**src/rtl/lsu_pkg.sv**
```systemverilog
// Shared encodings for the load/store unit: bus op codes, RV32I width codes,
// FSM states and the access-size classification used by both RTL files.
package lsu_pkg;

    localparam int XLEN = 32;

    localparam logic [1:0] MEM_NONE  = 2'd0;
    localparam logic [1:0] MEM_LOAD  = 2'd1;
    localparam logic [1:0] MEM_STORE = 2'd2;

    localparam logic [2:0] F3_LB  = 3'b000;
    localparam logic [2:0] F3_LH  = 3'b001;
    localparam logic [2:0] F3_LW  = 3'b010;
    localparam logic [2:0] F3_LBU = 3'b100;
    localparam logic [2:0] F3_LHU = 3'b101;
    localparam logic [2:0] F3_SB  = 3'b000;
    localparam logic [2:0] F3_SH  = 3'b001;
    localparam logic [2:0] F3_SW  = 3'b010;

    typedef enum logic [1:0] {
        ST_IDLE = 2'd0,
        ST_BUS  = 2'd1,
        ST_RESP = 2'd2
    } lsu_state_e;

    typedef enum logic [1:0] {
        SZ_BYTE = 2'd0,
        SZ_HALF = 2'd1,
        SZ_WORD = 2'd2
    } mem_size_e;

    // Unknown width codes fall back to a full word.
    function automatic mem_size_e access_size(input logic is_store, input logic [2:0] f3);
        mem_size_e sz;
        sz = SZ_WORD;
        if (is_store) begin
            case (f3)
                F3_SB:   sz = SZ_BYTE;
                F3_SH:   sz = SZ_HALF;
                F3_SW:   sz = SZ_WORD;
                default: sz = SZ_WORD;
            endcase
        end else begin
            case (f3)
                F3_LB, F3_LBU: sz = SZ_BYTE;
                F3_LH, F3_LHU: sz = SZ_HALF;
                F3_LW:         sz = SZ_WORD;
                default:       sz = SZ_WORD;
            endcase
        end
        return sz;
    endfunction

    function automatic logic is_misaligned(input mem_size_e sz, input logic [1:0] lane);
        logic mis;
        case (sz)
            SZ_HALF: mis = lane[0];
            SZ_WORD: mis = (lane != 2'b00);
            default: mis = 1'b0;
        endcase
        return mis;
    endfunction

endpackage

```
**src/rtl/lsu_align.sv**
```systemverilog
// Combinational byte-lane logic: store replication/strobes and load
// extract with sign or zero extension.
module lsu_align
    import lsu_pkg::*;
#(
    parameter int XLEN = lsu_pkg::XLEN
) (
    input  mem_size_e        i_st_size,
    input  logic [1:0]       i_st_lane,
    input  logic [XLEN-1:0]  i_st_data,
    output logic [XLEN-1:0]  o_st_wdata,
    output logic [3:0]       o_st_wstrb,
    input  mem_size_e        i_ld_size,
    input  logic             i_ld_unsigned,
    input  logic [1:0]       i_ld_lane,
    input  logic [XLEN-1:0]  i_ld_rdata,
    output logic [XLEN-1:0]  o_ld_data
);

    logic [7:0]  ld_byte;
    logic [15:0] ld_half;

    always_comb begin
        o_st_wdata = i_st_data;
        o_st_wstrb = 4'b1111;
        case (i_st_size)
            SZ_BYTE: begin
                o_st_wdata = {4{i_st_data[7:0]}};
                o_st_wstrb = 4'b0001 << i_st_lane;
            end
            SZ_HALF: begin
                o_st_wdata = {2{i_st_data[15:0]}};
                o_st_wstrb = 4'b0011 << i_st_lane;
            end
            default: begin
                o_st_wdata = i_st_data;
                o_st_wstrb = 4'b1111;
            end
        endcase
    end

    always_comb begin
        ld_byte   = i_ld_rdata[{i_ld_lane, 3'b000} +: 8];
        ld_half   = i_ld_lane[1] ? i_ld_rdata[31:16] : i_ld_rdata[15:0];
        o_ld_data = i_ld_rdata;
        case (i_ld_size)
            SZ_BYTE: o_ld_data = {{(XLEN-8){~i_ld_unsigned & ld_byte[7]}}, ld_byte};
            SZ_HALF: o_ld_data = {{(XLEN-16){~i_ld_unsigned & ld_half[15]}}, ld_half};
            default: o_ld_data = i_ld_rdata;
        endcase
    end

endmodule

```
**src/rtl/lsu.sv**
```systemverilog
// Memory stage: single-outstanding req/ack data bus, misalignment trap,
// pass-through of ALU results, one-cycle writeback pulse. All outputs registered.
module lsu
    import lsu_pkg::*;
#(
    parameter int XLEN = lsu_pkg::XLEN
) (
    input  logic             i_clk,
    input  logic             i_rst_n,
    input  logic             i_valid,
    output logic             o_ready,
    input  logic [1:0]       i_mem_op,
    input  logic [2:0]       i_funct3,
    input  logic [XLEN-1:0]  i_addr,
    input  logic [XLEN-1:0]  i_store_data,
    input  logic [4:0]       i_rd,
    output logic             o_mem_req,
    output logic             o_mem_we,
    output logic [XLEN-1:0]  o_mem_addr,
    output logic [XLEN-1:0]  o_mem_wdata,
    output logic [3:0]       o_mem_wstrb,
    input  logic             i_mem_ack,
    input  logic [XLEN-1:0]  i_mem_rdata,
    output logic             o_wb_valid,
    output logic             o_wb_we,
    output logic [4:0]       o_wb_rd,
    output logic [XLEN-1:0]  o_wb_data,
    output logic             o_exc,
    output logic             o_exc_store,
    output logic [XLEN-1:0]  o_badaddr
);

    lsu_state_e      state_q, state_d;
    logic            ready_q, ready_d;
    logic            mem_req_q, mem_req_d;
    logic            mem_we_q, mem_we_d;
    logic [XLEN-1:0] mem_addr_q, mem_addr_d;
    logic [XLEN-1:0] mem_wdata_q, mem_wdata_d;
    logic [3:0]      mem_wstrb_q, mem_wstrb_d;
    logic            wb_valid_q, wb_valid_d;
    logic            wb_we_q, wb_we_d;
    logic [4:0]      wb_rd_q, wb_rd_d;
    logic [XLEN-1:0] wb_data_q, wb_data_d;
    logic            exc_q, exc_d;
    logic            exc_store_q, exc_store_d;
    logic [XLEN-1:0] badaddr_q, badaddr_d;

    // Load context kept across the bus phase.
    logic            is_load_q, is_load_d;
    logic [4:0]      rd_q, rd_d;
    logic [1:0]      lane_q, lane_d;
    mem_size_e       ld_size_q, ld_size_d;
    logic            ld_unsigned_q, ld_unsigned_d;

    logic            in_is_mem, in_is_store;
    mem_size_e       in_size;
    logic [XLEN-1:0] st_wdata, ld_data;
    logic [3:0]      st_wstrb;

    always_comb begin
        case (i_mem_op)
            MEM_NONE:  in_is_mem = 1'b0;
            MEM_LOAD:  in_is_mem = 1'b1;
            MEM_STORE: in_is_mem = 1'b1;
            default:   in_is_mem = 1'b0;
        endcase
        in_is_store = (i_mem_op == MEM_STORE);
        in_size     = access_size(in_is_store, i_funct3);
    end

    lsu_align #(.XLEN(XLEN)) u_align (
        .i_st_size     (in_size),
        .i_st_lane     (i_addr[1:0]),
        .i_st_data     (i_store_data),
        .o_st_wdata    (st_wdata),
        .o_st_wstrb    (st_wstrb),
        .i_ld_size     (ld_size_q),
        .i_ld_unsigned (ld_unsigned_q),
        .i_ld_lane     (lane_q),
        .i_ld_rdata    (i_mem_rdata),
        .o_ld_data     (ld_data)
    );

    always_comb begin
        state_d       = state_q;
        ready_d       = ready_q;
        mem_req_d     = mem_req_q;
        mem_we_d      = mem_we_q;
        mem_addr_d    = mem_addr_q;
        mem_wdata_d   = mem_wdata_q;
        mem_wstrb_d   = mem_wstrb_q;
        wb_valid_d    = wb_valid_q;
        wb_we_d       = wb_we_q;
        wb_rd_d       = wb_rd_q;
        wb_data_d     = wb_data_q;
        exc_d         = exc_q;
        exc_store_d   = exc_store_q;
        badaddr_d     = badaddr_q;
        is_load_d     = is_load_q;
        rd_d          = rd_q;
        lane_d        = lane_q;
        ld_size_d     = ld_size_q;
        ld_unsigned_d = ld_unsigned_q;

        case (state_q)
            ST_IDLE: begin
                if (i_valid) begin
                    ready_d       = 1'b0;
                    is_load_d     = in_is_mem & ~in_is_store;
                    rd_d          = i_rd;
                    lane_d        = i_addr[1:0];
                    ld_size_d     = in_size;
                    ld_unsigned_d = i_funct3[2];
                    wb_rd_d       = i_rd;
                    if (!in_is_mem) begin
                        state_d    = ST_RESP;
                        wb_valid_d = 1'b1;
                        wb_we_d    = (i_rd != 5'd0);
                        wb_data_d  = i_addr;
                    end else if (is_misaligned(in_size, i_addr[1:0])) begin
                        state_d     = ST_RESP;
                        wb_valid_d  = 1'b1;
                        wb_we_d     = 1'b0;
                        wb_data_d   = '0;
                        exc_d       = 1'b1;
                        exc_store_d = in_is_store;
                        badaddr_d   = i_addr;
                    end else begin
                        state_d     = ST_BUS;
                        mem_req_d   = 1'b1;
                        mem_we_d    = in_is_store;
                        mem_addr_d  = {i_addr[XLEN-1:2], 2'b00};
                        mem_wdata_d = in_is_store ? st_wdata : '0;
                        mem_wstrb_d = in_is_store ? st_wstrb : 4'b0000;
                    end
                end
            end
            ST_BUS: begin
                if (i_mem_ack) begin
                    state_d     = ST_RESP;
                    mem_req_d   = 1'b0;
                    mem_we_d    = 1'b0;
                    mem_addr_d  = '0;
                    mem_wdata_d = '0;
                    mem_wstrb_d = 4'b0000;
                    wb_valid_d  = 1'b1;
                    wb_rd_d     = rd_q;
                    wb_we_d     = is_load_q && (rd_q != 5'd0);
                    wb_data_d   = is_load_q ? ld_data : '0;
                end
            end
            ST_RESP: begin
                state_d     = ST_IDLE;
                ready_d     = 1'b1;
                wb_valid_d  = 1'b0;
                wb_we_d     = 1'b0;
                wb_rd_d     = 5'd0;
                wb_data_d   = '0;
                exc_d       = 1'b0;
                exc_store_d = 1'b0;
                badaddr_d   = '0;
            end
            default: begin
                state_d = ST_IDLE;
                ready_d = 1'b1;
            end
        endcase
    end

    always_ff @(posedge i_clk) begin
        if (!i_rst_n) begin
            state_q       <= ST_IDLE;
            ready_q       <= 1'b1;
            mem_req_q     <= 1'b0;
            mem_we_q      <= 1'b0;
            mem_addr_q    <= '0;
            mem_wdata_q   <= '0;
            mem_wstrb_q   <= 4'b0000;
            wb_valid_q    <= 1'b0;
            wb_we_q       <= 1'b0;
            wb_rd_q       <= 5'd0;
            wb_data_q     <= '0;
            exc_q         <= 1'b0;
            exc_store_q   <= 1'b0;
            badaddr_q     <= '0;
            is_load_q     <= 1'b0;
            rd_q          <= 5'd0;
            lane_q        <= 2'b00;
            ld_size_q     <= SZ_WORD;
            ld_unsigned_q <= 1'b0;
        end else begin
            state_q       <= state_d;
            ready_q       <= ready_d;
            mem_req_q     <= mem_req_d;
            mem_we_q      <= mem_we_d;
            mem_addr_q    <= mem_addr_d;
            mem_wdata_q   <= mem_wdata_d;
            mem_wstrb_q   <= mem_wstrb_d;
            wb_valid_q    <= wb_valid_d;
            wb_we_q       <= wb_we_d;
            wb_rd_q       <= wb_rd_d;
            wb_data_q     <= wb_data_d;
            exc_q         <= exc_d;
            exc_store_q   <= exc_store_d;
            badaddr_q     <= badaddr_d;
            is_load_q     <= is_load_d;
            rd_q          <= rd_d;
            lane_q        <= lane_d;
            ld_size_q     <= ld_size_d;
            ld_unsigned_q <= ld_unsigned_d;
        end
    end

    assign o_ready     = ready_q;
    assign o_mem_req   = mem_req_q;
    assign o_mem_we    = mem_we_q;
    assign o_mem_addr  = mem_addr_q;
    assign o_mem_wdata = mem_wdata_q;
    assign o_mem_wstrb = mem_wstrb_q;
    assign o_wb_valid  = wb_valid_q;
    assign o_wb_we     = wb_we_q;
    assign o_wb_rd     = wb_rd_q;
    assign o_wb_data   = wb_data_q;
    assign o_exc       = exc_q;
    assign o_exc_store = exc_store_q;
    assign o_badaddr   = badaddr_q;

endmodule

```
**config.mk**
```make
export PLATFORM = sky130hd
export DESIGN_NAME = lsu
export DESIGN_NICKNAME = d
export VERILOG_FILES = /design/src/rtl/lsu_pkg.sv /design/src/rtl/lsu_align.sv /design/src/rtl/lsu.sv
export SDC_FILE = /design/constraint.sdc
export NUM_CORES = 1
export LEC_CHECK = 0
export ABC_CLOCK_PERIOD_IN_PS = 3750
export CAP_MARGIN = 30
export CORE_AREA = 2 2 129 131
export CTS_CLUSTER_DIAMETER = 80
export CTS_CLUSTER_SIZE = 16
export DETAILED_ROUTE_END_ITERATION = 10
export DIE_AREA = 0 0 131 133
export GPL_ROUTABILITY_DRIVEN = 0
export PLACE_DENSITY = 0.75
export SLEW_MARGIN = 20
export SYNTH_ARGS = -nofsm -noshare
export SYNTH_HDL_FRONTEND = slang
export SYNTH_SLANG_ARGS = --single-unit
```
**constraint.sdc**
```tcl
create_clock -name i_clk -period 3.75 [get_ports i_clk]
set_input_delay 1.125 -clock i_clk [delete_from_list [all_inputs] [get_ports i_clk]]
set_output_delay 1.125 -clock i_clk [all_outputs]
set_load 0.03 [all_outputs]
```
# [Yosys cells after proc, flatten, opt, wreduce, memory -nomap -nowiden]
# Cells that the tools add are included.
# Widths: inputs -> output; s select.
[op_classes] n_addsub=0 multipliers=0 n_div=0 n_lt_le_gt_ge=0 eq_ne=16 shift=3 mux=74 bitwise_logic=6 n_reduce_logical=21
[ops] operator="$mux 32" n=16
[ops] operator="$pmux 32 s2" n=5
[ops] operator="$pmux 32 s3" n=1
[ops] operator="$shiftx 32x6->8" n=1
[ops] operator="$mux 1" n=25
[ops] operator="$mux 4" n=5
[ops] operator="$mux 16" n=1
[ops] operator="$pmux 4 s2" n=2
[ops] operator="$pmux 5 s3" n=1
[ops] operator="$pmux 1 s2" n=6
[ops] operator="$pmux 2 s2" n=3
[ops] operator="$mux 2" n=5
[ops] operator="$mux 5" n=2
[ops] operator="$ne 2x2->1 const B" n=5
[ops] operator="$reduce_bool 5->1" n=2
[ops] operator="$eq 2x1->1 const B" n=4
[ops] operator="$reduce_and 4->1" n=2
[ops] operator="$eq 2x2->1 const B" n=3
[ops] operator="$eq 3x3->1 const B" n=2
[ops] operator="$logic_not 2->1" n=3
[ops] operator="$pmux 1 s3" n=2
[ops] operator="$reduce_and 2->1" n=3
[ops] operator="$reduce_bool 2->1" n=3
[ops] operator="$reduce_or 2->1" n=3
[ops] operator="other kinds (11)" n=15
[totals] register_bits=157 latch_bits=0 ram_bits=0 romBits=0 out_inout_bits=144 elab_cells=139 n_memories=0

# [Longest topological paths before layout]
[depth] depth_word=13 ltp_mapped=14 depth_no_buf=11

# [By module]
# A second synthesis with hierarchy kept.
[hier_totals] cells_unflattened=683 hier_area_um2=6889.1
[modules_own_cells] module="lsu" instances=1 cells_each=528 area_each_um2=5721.7 seq_area_each_um2=3103.0
[modules_own_cells] module="lsu_align" instances=1 cells_each=155 area_each_um2=1167.4 seq_area_each_um2=0.0

# [Worst setup path before layout]
# OpenSTA, ideal clock, no wires.
[synth_path] path_kind="in2reg" startpoint="in i_mem_op[0]" endpoint="reg badaddr_q[10] (netlist: o_badaddr[10])" setup_ns=0.065 arrival_ns=3.487 required_time_ns=3.685 setup_slack_ns=0.198 path_stages=13 n_path_buf=2 path_cell_list="inv_1 ha_1 a21oi_1 clkbuf_1 nand2_1 inv_1 ha_1 o21ai_2 a21oi_4 nor4b_4 buf_2 a22oi_1 nor2b_1"
[synth_between] elab_chain_len=9
[synth_rtl] item="start, declared" line_no="lsu.sv:12" text="input logic [1:0] i_mem_op,"
[synth_rtl] item="$eq 2x2->1 *" line_no="lsu.sv:67" text="in_is_store = (i_mem_op == MEM_STORE);"
[synth_rtl] item="$mux 2 *" line_no="lsu_pkg.sv:36" text="if (is_store) begin"
[synth_rtl] item="via in_size[0]" line_no="lsu.sv:56" text="mem_size_e in_size;"
[synth_rtl] item="$eq 2x2->1 / $eq 2x1->1 (equally long branches)" line_no="lsu_pkg.sv:56" text="case (sz)"
[synth_rtl] item="$pmux 1 s2 *" line_no="lsu_pkg.sv:56"
[synth_rtl] item="$mux 1 *" line_no="lsu.sv:115" text="if (!in_is_mem) begin"
[synth_rtl] item="$mux 1 *" line_no="lsu.sv:107" text="if (i_valid) begin"
[synth_rtl] item="$mux 1 *" line_no="lsu.sv:105" text="case (state_q)"
[synth_rtl] item="$ne 2x2->1 (no source line) *"
[synth_rtl] item="$reduce_and 4->1 (no source line) *"
[synth_rtl] item="end signal, assigned" line_no="lsu.sv:205" text="badaddr_q <= badaddr_d;"
[synth_rtl] item="end, declared" line_no="lsu.sv:46" text="logic [XLEN-1:0] badaddr_q, badaddr_d;"
# Mark *: on every way through the listed nets, which the timed path passes. The rest lies on a longest branch. The select of a mux whose other input is x is not followed.
# A chain may end at the register's enable or synchronous reset.

# [Final worst setup path]
[layout_path] startpoint="in i_mem_op[0]" endpoint="reg wb_data_q[17] (netlist: o_wb_data[17])"
[layout_between] elab_chain_len=9
[layout_rtl] item="$eq 2x2->1 *" line_no="lsu.sv:67"
[layout_rtl] item="$mux 2 *" line_no="lsu_pkg.sv:36"
[layout_rtl] item="via in_size[1]" line_no="lsu.sv:56"
[layout_rtl] item="$eq 2x2->1 / $eq 2x1->1 (equally long branches)" line_no="lsu_pkg.sv:56"
[layout_rtl] item="$pmux 1 s2 *" line_no="lsu_pkg.sv:56"
[layout_rtl] item="$mux 1 *" line_no="lsu.sv:115"
[layout_rtl] item="$mux 1 *" line_no="lsu.sv:107"
[layout_rtl] item="$mux 1 *" line_no="lsu.sv:105"
[layout_rtl] item="$ne 3x3->1 (no source line) *"
[layout_rtl] item="$reduce_and 4->1 (no source line) *"
[layout_rtl] item="end signal, assigned" line_no="lsu.sv:202" text="wb_data_q <= wb_data_d;"
[layout_rtl] item="end, declared" line_no="lsu.sv:43" text="logic [XLEN-1:0] wb_data_q, wb_data_d;"
# Marked as above.

==> impl_metrics.toml <==
[clocking]
clk_latency_ns = 0.42
cts_tree = "done"
cts_hold_buf = 0
cts_max_level = 4
post_cts_resized = 0
cts_max_path_buffers = 2
clkSinkCount = 155
root_buffer = "clkbuf_16"
cts.clk_slew.worst_paths_ns = 0.06
post-cts-setup-buffers = 0
cts_buffers = 17

[min_path]
min_path_cells = 2
hp-start = "o_mem_addr[24]"
min_path_type = "reg -> reg"
hold_path_end = "o_mem_addr[24]"

[detailed_routing]
vias = 7035
drc_errors = 0
ant_nets = 0
dr.pass1.iters = 5
drtIter0Drc = 485
finalWirelength_um = 23700
via_per_inst = 5.48
wire_per_inst_um = 18.4

[power]
p_leak_nw = 3.71
total_power_mw = 5.28
power_density_mw_per_mm2 = 505
ir_worst_vdd_v = 0.000369

[sta]
hold_viol_final = 0
slew_violations = 0
fmax_mhz = 289
setup_viol = 0
relSlewSlack = 0.405
fin_skew_ns = 0.0103
tightest_slew_ns = 0.891
min_period_ns = 3.46
rsz0062_at_grt = "false"
min_period_over_period = 0.924

[worst_setup_path]
critPathKind = "in -> reg"
timing.rr.end = "o_wb_data[11]"
crit_path_end_kind = "flip-flop"
r2r-start = "state_q[1]"
reg2reg_depth = 7
arrival_ns = 3.79
critPathRequiredTime_ns = 4.08
start_kind = "primary input"
path_max_fanout = 16
reg2reg_slack_ns = 1.34

[logic_synthesis]
netlist_area_sq_mm = 0.00712
syn_inst = 825
synth_seq_area_share = 0.436
yosys_register_bits = 155
ys_warn_count = 0
synth.distinct_cells = 45
synth_area_per_cell_sq_um = 8.63

[grt]
grt_first_pass_wirelength_um = 36000
grt_use_total = 0.265
grt_remaining_overflow = 0
grt_max_degree = 53
antenna_found_initial = 0
grt_pass1_vias = 6632

[floorplanning]
die_area_sq_mm = 0.0174
start_util = 0.440
die_x_um = 131
placementRows = 47
ios = 254
core-area_sq_mm = 0.0162
die_h_um = 133

[placement]
dp_hpwl_um = 17100
placed_cell_area_sq_mm = 0.00990
portBuffers = 251

[cells_and_area]
fillers = 1423
area_growth_syn_to_layout_pct = 46.7
antenna_cells = 0
fin_nets = 1171
design_area_sq_mm = 0.0104
drive_gt1_frac = 0.0789

[job]
drv_cap = 0

[outcome]
status = "completed"
## worst max-delay path by stage
stage                     start  cells after the start  slack, ns       endpoint
finish              i_mem_op[0]                     11       0.29  o_wb_data[17]
global route        i_mem_op[0]                     12       0.03  o_wb_data[23]
CTS                 i_mem_op[0]                     11       0.29  o_wb_data[27]
detailed placement  i_mem_op[0]                     11      -0.15  o_wb_data[27]
global placement    i_mem_op[0]                     11      -0.08  o_wb_data[22]
floorplan           i_mem_op[0]                     13       0.20  o_badaddr[10]
## final cells by class
cell class                 count  area (sq um)  share of cell area
sequential                   155          3100               0.297
tap                          220           275              0.0264
clock inverter                 6          37.5             0.00359
inverter                      13          48.8             0.00467
timing repair buffer         284          2820               0.270
clock buffer                  25           505              0.0484
multi-input combinational    581          3650               0.350
## stage by stage
step | util | TNS [ns] | worst slack (ns) | hold slack, ns | cells
floorplan | - | 0 | 0.198 | 0.439 | 826
finish | 0.646 | 0 | 0.287 | 0.447 | 1284
detailed placement | 0.612 | -11.14 | -0.147 | 0.442 | 1253
CTS | 0.646 | 0 | 0.285 | 0.450 | 1284
global route | 0.646 | 0 | 0.0332 | 0.469 | 1284
global placement | 0.612 | -3.68 | -0.0786 | 0.438 | 1253
## layer usage
metal,GRT usage,part of all wire
met3,0.0906,0.098
met1,0.335,0.41
met5,0,0
met2,0.411,0.46
met4,0.112,0.029
## critical path, stage by stage
cell and delay [ns]:
clkdlybuf4s50_1 0.50, inv_1 0.05, ha_1 0.20, a21oi_1 0.27, buf_4 0.18, inv_1 0.04, ha_1 0.32, a21oi_4 0.25
o31a_2 0.33, nand4b_4 0.28, o221ai_1 0.26
## power breakdown
part	switching, mW	internal (mW)
Sequential	0.114	1.82
Combinational	1.03	0.718
Clock	0.657	0.929
Total	1.80	3.47
## cell usage after synthesis, drive strengths merged
library cell,n,area (sq um)
conb,1,3.75
o211ai,18,135
o22a,1,8.76
inv,13,48.8
a21oi,33,176
buf,33,185
nand2,117,439
nor3,7,35.0
a22oi,62,465
o22ai,1,6.26
o221ai,22,193
nand3b,1,7.51
or2,1,6.26
o21a,1,7.51
nand4b,1,23.8
or4,2,15.0
a32oi,1,8.76
clkbuf,44,168
or3,1,6.26
a31oi,16,100
a21boi,55,413
and3,1,6.26
o31a,1,8.76
nor4,1,12.5
o211a,8,80.1
nor2b,85,532
mux4,2,45.0
dfxtp,155,3100
a221oi,8,70.1
mux2i,2,20.0
mux2,8,90.1
ha,9,113
nor2,18,72.6
nand3,57,285
nand2b,7,43.8
and2,3,18.8
o21ai,28,144
nor4b,1,23.8
## placed cells by master, fill, tap and decap left out, types with 2 or more instances in the layout
master           netlist  final
a31oi_1               16     16
o211ai_1              18     18
mux2i_1                2      2
a21oi_1               32     32
clkbuf_8               0      5
o21ai_0               27     27
dfxtp_1              155    155
inv_1                 13     13
nor2_2                 2      2
and2_1                 3      3
nor3_1                 7      7
a221oi_1               8      8
nor2_1                16     16
buf_12                 0      5
a22oi_1               62     62
clkinv_2               0      4
clkbuf_16              0     17
buf_4                  9     29
clkbuf_1              42      3
mux4_2                 2      2
o221ai_1              22     22
clkinv_4               0      2
mux2_2                 8      8
nand3_1               57     57
nor2b_1               85     85
o211a_1                8      8
nand2b_1               7      7
a21boi_1              27     27
a21boi_0              28     28
ha_1                   9      9
conb_1                 1      2
clkdlybuf4s50_1        0    250
nand2_1              117    117
or4_1                  2      2
## kinds of logic after synthesis
family / after synthesis / synth area share
other: 1 / 0.000527
AOI/OAI and AO/OA: 255 / 0.255
and+or+nand+nor: 303 / 0.215
DFF: 155 / 0.436
adders and majority gates: 9 / 0.0158
muxes: 12 / 0.0218
buffers and inverters: 90 / 0.0564
## registers in the layout (all words and copies together) (netlist names)
name and count:
o_badaddr 32, o_mem_wdata 32, o_wb_data 32, o_mem_addr 30
o_wb_rd 5, rd_q 5, o_mem_wstrb 4, lane_q 2
ld_size_q 2, state_q 2, is_load_q 1, ld_unsigned_q 1
o_exc 1, o_exc_store 1, o_mem_req 1, o_mem_we 1
o_ready 1, o_wb_valid 1, o_wb_we 1
Power figures use the tool's default switching activity.
